$ cat src/rtl/car_dispatcher.sv
// Two-car elevator call dispatcher: captures one-hot hall calls into a pending
// bitmap and assigns the lowest pending floor to the nearest idle car.
module car_dispatcher #(
    parameter int ACK_TIMEOUT = 15
) (
    input  logic       clk,
    input  logic       reset,
    input  logic       call_valid,
    input  logic [3:0] call_floor,
    input  logic [3:0] carA_floor,
    input  logic [3:0] carB_floor,
    input  logic       carA_idle,
    input  logic       carB_idle,
    input  logic       carA_ack,
    input  logic       carB_ack,
    output logic       carA_go,
    output logic [3:0] carA_des,
    output logic       carB_go,
    output logic [3:0] carB_des,
    output logic [3:0] pending,
    output logic       call_err,
    output logic [1:0] dbg_state,
    output logic       dbg_rr_b
);

    localparam int CNT_W = ($clog2(ACK_TIMEOUT + 1) > 4) ? $clog2(ACK_TIMEOUT + 1) : 4;
    localparam logic [CNT_W-1:0] CNT_MAX  = '1;
    localparam logic [CNT_W-1:0] CNT_LAST = CNT_W'(ACK_TIMEOUT - 1);

    typedef enum logic [1:0] {
        S_IDLE   = 2'd0,
        S_SELECT = 2'd1,
        S_ISSUE  = 2'd2
    } state_t;

    state_t           state_q, state_d;
    logic [3:0]       pending_q, pending_d;
    logic [3:0]       target_q, target_d;
    logic             sel_b_q, sel_b_d;
    logic             rr_b_q, rr_b_d;
    logic [CNT_W-1:0] cnt_q, cnt_d;
    logic             err_q, err_d;

    logic       onehot, issuing, ack_sel, blocked;
    logic [3:0] cap_mask, clr_mask, pick;
    logic [1:0] dist_a, dist_b;

    function automatic logic [1:0] idx_of(input logic [3:0] oh);
        logic [1:0] r;
        r = 2'd0;
        if (oh[0])      r = 2'd0;
        else if (oh[1]) r = 2'd1;
        else if (oh[2]) r = 2'd2;
        else if (oh[3]) r = 2'd3;
        return r;
    endfunction

    function automatic logic [1:0] absdiff(input logic [1:0] a, input logic [1:0] b);
        return (a > b) ? (a - b) : (b - a);
    endfunction

    always_comb begin
        onehot   = (call_floor != 4'd0) && ((call_floor & (call_floor - 4'd1)) == 4'd0);
        issuing  = (state_q == S_ISSUE);
        ack_sel  = issuing && (sel_b_q ? carB_ack : carA_ack);
        blocked  = (issuing && (call_floor == target_q))
                 || (carA_idle && (call_floor == carA_floor))
                 || (carB_idle && (call_floor == carB_floor));
        cap_mask = (call_valid && onehot && !blocked) ? call_floor : 4'd0;
        clr_mask = ack_sel ? target_q : 4'd0;
        // Clear is applied after capture so an ack always wins over a same-cycle call.
        pending_d = (pending_q | cap_mask) & ~clr_mask;
        err_d     = call_valid && !onehot && (pending_q != 4'hF);

        pick   = pending_q & (~pending_q + 4'd1);
        dist_a = absdiff(idx_of(carA_floor), idx_of(pick));
        dist_b = absdiff(idx_of(carB_floor), idx_of(pick));

        state_d  = state_q;
        target_d = target_q;
        sel_b_d  = sel_b_q;
        rr_b_d   = rr_b_q;
        cnt_d    = cnt_q;

        case (state_q)
            S_IDLE: begin
                if ((pending_q != 4'd0) && (carA_idle || carB_idle))
                    state_d = S_SELECT;
            end
            S_SELECT: begin
                if ((!carA_idle && !carB_idle) || (pending_q == 4'd0)) begin
                    state_d = S_IDLE;
                end else begin
                    state_d  = S_ISSUE;
                    target_d = pick;
                    cnt_d    = '0;
                    if (!carB_idle)          sel_b_d = 1'b0;
                    else if (!carA_idle)     sel_b_d = 1'b1;
                    else if (dist_a < dist_b) sel_b_d = 1'b0;
                    else if (dist_b < dist_a) sel_b_d = 1'b1;
                    else begin
                        sel_b_d = rr_b_q;
                        rr_b_d  = !rr_b_q;
                    end
                end
            end
            S_ISSUE: begin
                if (ack_sel) begin
                    state_d = S_IDLE;
                end else if (cnt_q == CNT_LAST) begin
                    // Abandoned car loses its turn; the call stays pending.
                    state_d = S_IDLE;
                    rr_b_d  = !sel_b_q;
                end else begin
                    cnt_d = (cnt_q == CNT_MAX) ? cnt_q : cnt_q + 1'b1;
                end
            end
            default: state_d = S_IDLE;
        endcase
    end

    always_ff @(posedge clk or posedge reset) begin
        if (reset) begin
            state_q   <= S_IDLE;
            pending_q <= 4'd0;
            target_q  <= 4'hF;
            sel_b_q   <= 1'b0;
            rr_b_q    <= 1'b0;
            cnt_q     <= '0;
            err_q     <= 1'b0;
        end else begin
            state_q   <= state_d;
            pending_q <= pending_d;
            target_q  <= target_d;
            sel_b_q   <= sel_b_d;
            rr_b_q    <= rr_b_d;
            cnt_q     <= cnt_d;
            err_q     <= err_d;
        end
    end

    assign carA_go   = issuing && !sel_b_q;
    assign carB_go   = issuing && sel_b_q;
    assign carA_des  = carA_go ? target_q : 4'hF;
    assign carB_des  = carB_go ? target_q : 4'hF;
    assign pending   = pending_q;
    assign call_err  = err_q;
    assign dbg_state = state_q;
    assign dbg_rr_b  = rr_b_q;

endmodule

$ cat config.mk
export PLATFORM = sky130hd
export DESIGN_NAME = car_dispatcher
export DESIGN_NICKNAME = d
export VERILOG_FILES = /design/src/rtl/car_dispatcher.sv
export SDC_FILE = /design/constraint.sdc
export NUM_CORES = 1
export LEC_CHECK = 0
export CAP_MARGIN = 20
export CORE_ASPECT_RATIO = 1.75
export CORE_MARGIN = 2
export CORE_UTILIZATION = 40
export CTS_BUF_LIST = sky130_fd_sc_hd__clkbuf_4 sky130_fd_sc_hd__clkbuf_8
export CTS_CLUSTER_DIAMETER = 200
export CTS_CLUSTER_SIZE = 16
export DETAILED_ROUTE_END_ITERATION = 8
export PLACE_DENSITY_LB_ADDON = 0.15
export SLEW_MARGIN = 20
export SYNTH_ARGS = -nofsm -noshare
export SYNTH_HDL_FRONTEND = slang
export SYNTH_SLANG_ARGS = --single-unit
$ cat constraint.sdc
create_clock -name clk -period 7.5 [get_ports clk]
set_clock_uncertainty 0.05 [all_clocks]
set_input_delay 1.875 -clock clk [delete_from_list [all_inputs] [get_ports clk]]
set_output_delay 1.875 -clock clk [all_outputs]
set_load 0.01 [all_outputs]
[Word-level counts from Yosys, hierarchy flattened]
Index checks and enable logic that the tools add are counted.
Word-level totals
  register bits after elaboration: 17
  input bits: 19
  output and inout bits: 18
  word-level logic and storage cells: 118
Cells by class
  $add $sub $neg: 7
  order comparisons: 4
  eq/ne operators: 19
  mux-type cells: 41
  bitwise gates (word level): 7
  reduce and logical (&&, ||, !) cells: 33
Operator list (count)
  $mux 2: 18
  $mux 4: 8
  $ne 2x2->1 const B: 9
  $logic_and 1x1->1: 13
  $and 4x4->4: 3
  $eq 4x4->1: 3
  $mux 1: 12
  $add 4x1->4 const B: 2
  $eq 4x4->1 const B: 2
  $logic_not 4->1: 2
  $not 4->4: 2
  $pmux 4 s2: 1
  $reduce_and 8->1: 1
  $reduce_bool 4->1: 2
  $sub 2x2->2: 4
  $logic_not 1->1: 6
  $pmux 2 s3: 1
  $reduce_and 5->1: 1
  $gt 2x2->1: 2
  $logic_or 1x1->1: 4
  $lt 2x2->1: 2
  $ne 4x4->1 const B: 1
  $or 4x4->4: 1
  $reduce_and 2->1: 2
  9 further kinds: 9

[Longest topological paths before layout]
Gate-level depths: netlist of the first run.
  depth after elaboration: 16
  gate-level depth with buffers: 15
  gate-level depth less buffers: 15

[Least setup slack after synthesis of the first run]
No wires, ideal clock.
  path type: input-to-reg
  from: input carA_floor[3]
  to: register rr_b_q, in the netlist dbg_rr_b
  library setup time: 128 ps
  arrival time: 4236 ps
  data required time: 7322 ps
  path slack: 3086 ps
  stages: 12
  buffers on the path: 0
  cells stage by stage: nor2b_1 > o21bai_1 > ha_1 > fa_1 > nor2b_1 > a211oi_1 > nor2_1 > ha_1 > and4_1 > o211ai_1 > a221oi_1 > mux2_1
On the way
  cells in the longest elaborated chain, start to end: 9
  elaborated cells on any way between the ends: 13
  those cells by class: add/sub: 2; order compare: 3; eq/ne: 2; mux: 5; reduce/logical: 1
RTL lines
  start: declaration: RTL line 10  | input logic [3:0] carA_floor,
  $mux 2 (*): RTL line 54  | else if (oh[3]) r = 2'd3;
  $mux 2 (*): RTL line 53  | else if (oh[2]) r = 2'd2;
  $mux 2 (*): RTL line 52  | else if (oh[1]) r = 2'd1;
  $mux 2 (*): RTL line 51  | if (oh[0]) r = 2'd0;
  $sub 2x2->2 or $gt 2x2->1 (tied branches): RTL line 59  | return (a > b) ? (a - b) : (b - a);
  $mux 2 (*): RTL line 59
  $lt 2x2->1 (on tied branches): RTL line 100, 99
  $ne 2x2->1 (no source line)
  $reduce_and 8->1 (no source line) (*)
  end signal: assignment: RTL line 136  | rr_b_q <= rr_b_d;
  end: declaration: RTL line 40  | logic rr_b_q, rr_b_d;
Mark *: on every way between the ends. The rest lies on a longest branch, timed or not.
A chain may end at the register's enable or synchronous reset.

[Worst setup path in the final report of the first run]
Same ends and word-level chain as after synthesis.

==> results of run 1 <==
-- worst min-delay path, stage by stage, from the launching register on --
cell     delay [ps]
dfstp_2         400
nand2_1          60
o31ai_1          60
-- per-stage QoR --
stage | area (um^2) | util | std cells | power, mW
2_1_floorplan | 1478 | - | 174 | 0.3191
3_3_place_gp | 1868 | 0.5200 | 251 | 0.4013
3_5_place_dp | 1868 | 0.5200 | 251 | 0.4113
4_1_cts | 1914 | 0.5329 | 255 | 0.4806
5_1_grt | 1914 | 0.5329 | 255 | 0.5228
6_report | 1914 | 0.5329 | 255 | 0.4774
-- power by group --
part / total [mW] / switching (mW) / internal, mW
Combinational: 0.248 / 0.126 / 0.122
Sequential: 0.161 / 0.0359 / 0.125
Clock: 0.0691 / 0.0322 / 0.0368
-- layout make-up --
type	count	area [um^2]	area share
Clock buffer	3	41.29	0.02157
Tap cell	46	57.56	0.03007
Inverter	22	82.58	0.04314
Multi-Input combinational cell	130	937.1	0.4895
Clock inverter	1	5.005	0.002614
Sequential cell	17	430.4	0.2248
Timing Repair Buffer	36	360.3	0.1882
-- registers in the layout (all words and copies together) (netlist names) --
name and cells:
dbg_rr_b 1, sel_b_q 1, call_err 1, pending 4
dbg_state 2, cnt_q 4, target_q 4
-- per-layer routing --
layer  wire [um]  global-route usage  vias up
met5           0                   0        -
met1        1388              0.2128      658
met4          41             0.07576        0
li1            -                   -      677
met3          73             0.01957        4
met2        2134              0.3782       32
-- logic make-up after synthesis --
kind of cell             share of synthesized area
flip-flops                                  0.2913
AO/OA/AOI/OAI                               0.1753
XOR/XNOR                                   0.07705
adder cells (fa/ha/maj)                     0.1372
buffers and inverters                      0.07452
AND/OR/NAND/NOR                             0.2303
multiplexers                               0.01439
-- worst paths after layout --
path	from	to	slack [ps]	cells past startpoint
max	carA_floor[3]	dbg_rr_b	2620	13
min	target_q[1]	target_q[1]	470	2
max reg2reg	pending[2]	dbg_rr_b	3850	13
min reg2reg	target_q[1]	target_q[1]	470	2
max in group asynchronous	reset	pending[3]	5030	2
min in group asynchronous	reset	call_err	1960	2
-- synthesized netlist by cell type --
cell        n
o21ai_1     1
o21ai_2     1
or3_1       1
fa_1        2
nor3_1      4
a221oi_1    5
xnor2_1     3
mux2i_1     1
nor4b_1     2
and4_1      1
nand3b_4    1
nand2b_1    1
a211oi_1    2
a22o_1      1
dfstp_2     4
dfrtp_1    13
a22o_2      1
or3_2       3
or2_2       3
nor4_4      1
o31ai_1     2
and3_1      1
xor2_1     10
o21bai_1    2
o2111ai_1   1
nor2_1     16
nand4_1     2
buf_4       1
a21oi_1     8
o221ai_1    1
o21ai_0     9
nor2b_1     3
mux2_1      1
inv_1      22
ha_1       13
o211ai_1    2
or4b_1      1
a21boi_1    1
a31oi_1     2
nand2_1    12
nand3_1     8
buf_2       4
and2_1      1
==> impl_metrics.env, run 1 <==
export IMPL_outcome="completed"
export IMPL_rsz0062_at_grt="false"
export IMPL_post_route_period_util=0.6510
export IMPL_pin_count=37
export IMPL_synth_nets=208
export IMPL_port_buffers=36
export IMPL_setup_viol=0
export IMPL_cts_repair_resized=0
export IMPL_slowest_stage="clkdlybuf4s50_1"
export IMPL_grt_pass1_wl_um=6548
export IMPL_crit_type="in2reg"
export IMPL_setup_tns_ps=0
export IMPL_p_leak_nw=0.8210
export IMPL_ys_ff_latch=17
export IMPL_initial_core_util=0.4114
export IMPL_syn_inst=174
export IMPL_end_kind="register"
export IMPL_yosys_top_cells_area="dfrtp_1, ha_1, dfstp_2"
export IMPL_final_fill_count=341
export IMPL_grt_max_degree=18
export IMPL_cts_tree="built"
export IMPL_grt_use_total=0.1972
export IMPL_die_w_um=49.95
export IMPL_areaGrowthSynthToFinish_pct=29.55
export IMPL_cts_made_buffers=3
export IMPL_synth_cell_types=43
export IMPL_drive_gt1_frac=0.08612
export IMPL_fmax_mhz=204.8
export IMPL_worstPathRequired_ps=7590
export IMPL_layout_commonest_cell="clkdlybuf4s50_1"
export IMPL_syn_avg_cell_area_um2=8.492
export IMPL_maxSlewHeadroom=0.5646
export IMPL_hold_slack_ps=470.1
export IMPL_power_density_mw_per_mm2=249.4
export IMPL_peakVddDrop_mv=0.1216
export IMPL_ys_seq_area_frac=0.2913
export IMPL_via_per_inst=5.376
export IMPL_min_path_type="reg2reg"
export IMPL_wire_per_inst_um=14.26
export IMPL_num_vias=1371
export IMPL_rows=29
export IMPL_synth_top_area_frac=0.2202
export IMPL_synth_area_leader_cell="dfrtp_1"
export IMPL_place_congestion=0.7522
export IMPL_crit_fanout=3
export IMPL_dpl_hpwl_um=3082
export IMPL_syn_area_mm2=0.001478
export IMPL_hold_violations=0
export IMPL_holdBufCountCts=0
export IMPL_clk_pin_slew_ps=70
export IMPL_gr_total_overflow=0
export IMPL_yosys_warnings=0
export IMPL_die_area_mm2=0.004216
export IMPL_die_h_um=84.41
export IMPL_first_pass_iters=4
export IMPL_slew_violations=0
export IMPL_layout_common_cells="clkdlybuf4s50_1, inv_1, nor2_1, ha_1, dfrtp_1"
export IMPL_crit_chain="clkdlybuf4s50_1 > nor2b_1 > o21bai_1 > ha_1 > fa_1 > nor2b_1 > a211oi_1 > nor2_1 > ha_1 > and4_1 > o211ai_1 > a221oi_1 > mux2_1"
export IMPL_post_cts_buffers=0
export IMPL_route_detailed_drc=0
export IMPL_cp_num_buf_inv=1
export IMPL_crit_path_max_incr_delay_ps=500
export IMPL_arrival_ps=4970
export IMPL_drt_initial_drc_count=16
export IMPL_grt_pass1_vias=1459
export IMPL_ant_nets=0
export IMPL_cts_max_path_buffers=2
export IMPL_htreeDepth=1
export IMPL_crit_family="adder cells"
export IMPL_cts_sinks=17
export IMPL_antenna_found_initial=0
export IMPL_core_area_mm2=0.003592
export IMPL_fin_ws_ps=2617
export IMPL_diodes=0
export IMPL_clk_latency_ps=250
export IMPL_cts_root_buf="clkbuf_8"
export IMPL_max_cap_viol_count=0
export IMPL_worst_pin_slew_ps=646.3
export IMPL_post_place_ws_ps=2344
export IMPL_start_kind="primary input"
export IMPL_finalNetCount=244
export IMPL_fin_crit_ps=4883
export IMPL_routed_wirelength_um=3637
No activity file was read; power rests on OpenSTA's default activity.
==> run 2: changes to the inputs <==
==> constraint.sdc (replaced) <==
create_clock -name clk -period 5 [get_ports clk]
set_clock_uncertainty 0.05 [all_clocks]
set_input_delay 1.25 -clock clk [delete_from_list [all_inputs] [get_ports clk]]
set_output_delay 1.25 -clock clk [all_outputs]
set_load 0.01 [all_outputs]
==> results of run 2 <==
Same layout as run 1 (identical final DEF). Status: completed.
Among the figures that moved: setup slack after placement 2344 ps -> 469.2 ps; setup slack after layout 2617 ps -> 742.2 ps; register-to-register setup slack 3850 ps -> 1350 ps; total power 0.4774 mW -> 0.7161 mW; worst IR drop on VDD 0.1216 mV -> 0.1824 mV
==> run 3: changes to the inputs <==
--- a/config.mk
+++ b/config.mk
@@ -6,9 +6,9 @@
 export NUM_CORES = 1
 export LEC_CHECK = 0
 export CAP_MARGIN = 20
-export CORE_ASPECT_RATIO = 1.75
+export CORE_ASPECT_RATIO = 0.75
 export CORE_MARGIN = 2
-export CORE_UTILIZATION = 40
+export CORE_UTILIZATION = 51
 export CTS_BUF_LIST = sky130_fd_sc_hd__clkbuf_4 sky130_fd_sc_hd__clkbuf_8
 export CTS_CLUSTER_DIAMETER = 200
 export CTS_CLUSTER_SIZE = 16
==> impl_metrics.env, run 3 (synthesized netlist as in run 1, its figures left out) <==
export IMPL_htreeDepth=1
export IMPL_crit_path_max_incr_delay_ps=450
export IMPL_clockPowerShare=0.146
export IMPL_antenna_found_initial=0
export IMPL_layout_commonest_cell="clkdlybuf4s50_1"
export IMPL_areaGrowthSynthToFinish_pct=28.70
export IMPL_crit_chain="clkdlybuf4s50_1 > nor2b_1 > o21bai_1 > ha_1 > fa_1 > nor2b_1 > a211oi_1 > nor2_1 > ha_1 > and4_1 > o211ai_1 > a221oi_1 > mux2_1"
export IMPL_rr_endpoint="dbg_rr_b"
export IMPL_peakVddDrop_mv=0.2588
export IMPL_drive_gt1_frac=0.08612
export IMPL_clk_latency_ps=260
export IMPL_r2r_start="pending[2]"
export IMPL_cts_repair_resized=0
export IMPL_rsz0062_at_grt="false"
export IMPL_final_fill_count=211
export IMPL_wl_met1_um=1762
export IMPL_p_sw_frac=0.4155
export IMPL_arrival_ps=4420
export IMPL_top_layer_used="met4"
export IMPL_rrSetupSlack_ps=1200
export IMPL_min_path_type="reg2reg"
export IMPL_ant_nets=0
export IMPL_worst_pin_slew_ps=660.2
export IMPL_end_kind="register"
export IMPL_grt_max_degree=18
export IMPL_route_met2_wl_um=1691
export IMPL_start_kind="primary input"
export IMPL_r2r_cells=13
export IMPL_die_h_um=50.62
export IMPL_place_congestion=0.8648
export IMPL_path_depth=13
export IMPL_drt_initial_drc_count=129
export IMPL_gr_total_overflow=0
export IMPL_slew_violations=0
export IMPL_cp_num_buf_inv=1
export IMPL_maxSlewHeadroom=0.5594
export IMPL_outcome="completed"
export IMPL_pin_count=37
export IMPL_first_pass_iters=4
export IMPL_finalNetCount=244
export IMPL_setup_tns_ps=0
export IMPL_setup_viol=0
export IMPL_internal_power_mw=0.4260
export IMPL_max_cap_viol_count=0
export IMPL_p_switching_mw=0.3028
export IMPL_power_frac_seq=0.332
export IMPL_slowest_stage="clkdlybuf4s50_1"
export IMPL_worstPathRequired_ps=5090
export IMPL_cts_made_buffers=3
export IMPL_route_detailed_drc=0
export IMPL_grt_pass1_vias=1478
export IMPL_core_area_mm2=0.002683
export IMPL_num_vias=1399
export IMPL_die_w_um=66.16
export IMPL_fin_crit_ps=4334
export IMPL_die_area_mm2=0.003348
export IMPL_grt_pass1_wl_um=6748
export IMPL_cts_tree="built"
export IMPL_p_leak_nw=0.8210
export IMPL_holdBufCountCts=0
export IMPL_dpl_hpwl_um=3034
export IMPL_cp_startpoint="carA_floor[3]"
export IMPL_crit_family="adder cells"
export IMPL_clk_pin_slew_ps=70
export IMPL_layout_common_cells="clkdlybuf4s50_1, inv_1, nor2_1, ha_1, dfrtp_1"
export IMPL_wire_per_inst_um=15.19
export IMPL_crit_fanout=3
export IMPL_fin_util=0.7090
export IMPL_cts_max_path_buffers=2
export IMPL_setup_worst_path_end="dbg_rr_b"
export IMPL_cts_sinks=17
export IMPL_grt_use_total=0.2592
export IMPL_p_comb_frac=0.522
export IMPL_diodes=0
export IMPL_fmax_mhz=230.8
export IMPL_rows=16
export IMPL_initial_core_util=0.5508
export IMPL_crit_type="in2reg"
export IMPL_port_buffers=36
export IMPL_via_per_inst=5.710
export IMPL_power_density_mw_per_mm2=383.2
export IMPL_cts_root_buf="clkbuf_8"
export IMPL_post_route_period_util=0.8667
export IMPL_post_cts_buffers=0
export IMPL_wl_met3_um=233
export IMPL_hold_violations=0
export IMPL_routed_wirelength_um=3721
run 3: power groups by stage:
stage / combinational (mW) / sequential [mW] / clock, mW
floorplan: 0.246 / 0.233 / 0
global placement: 0.356 / 0.240 / 0
detailed placement: 0.377 / 0.242 / 0
CTS: 0.380 / 0.239 / 0.106
global route: 0.427 / 0.248 / 0.111
finish: 0.381 / 0.242 / 0.106
run 3: tightest hold or removal path: stages, from the launching register on:
cell and delay [ps]:
dfstp_2 390, nand2_1 60, o31ai_1 60
run 3: worst min path at each step:
stage / from / end / slack [ps] / cells past startpoint
2_1_floorplan: target_q[1] / target_q[1] / 430 / 2
3_3_place_gp: target_q[1] / target_q[1] / 440 / 2
4_1_cts: target_q[1] / target_q[1] / 460 / 2
5_1_grt: target_q[1] / target_q[1] / 500 / 2
6_report: target_q[1] / target_q[1] / 460 / 2
3_5_place_dp: target_q[1] / target_q[1] / 450 / 2
run 3: layout make-up:
cell class	instances	area, um^2	area share
clock buffer	3	41.29	0.02171
clock inverter	1	5.005	0.002632
inverter	22	82.58	0.04342
multi-input combinational	130	937.1	0.4928
sequential	17	430.4	0.2263
tap	36	45.04	0.02368
timing repair buffer	36	360.3	0.1895
run 3: routing by layer:
layer | vias up | GRT usage
met5 | - | 0
met4 | 0 | 0.06463
met3 | 6 | 0.05830
met2 | 45 | 0.4033
met1 | 671 | 0.3641
li1 | 677 | -
run 3: stage by stage:
stage | cell area (um^2) | instances | hold slack, ps | total power [mW] | setup slack [ps]
4_1_cts | 1902 | 245 | 463.1 | 0.7259 | 690.7
3_5_place_dp | 1856 | 241 | 452.7 | 0.6189 | 433.8
2_1_floorplan | 1478 | 174 | 426.2 | 0.4787 | 1211
5_1_grt | 1902 | 245 | 497.0 | 0.7854 | 472.6
3_3_place_gp | 1856 | 241 | 442.9 | 0.5954 | 604.9
6_report | 1902 | 245 | 461.7 | 0.7288 | 666.4
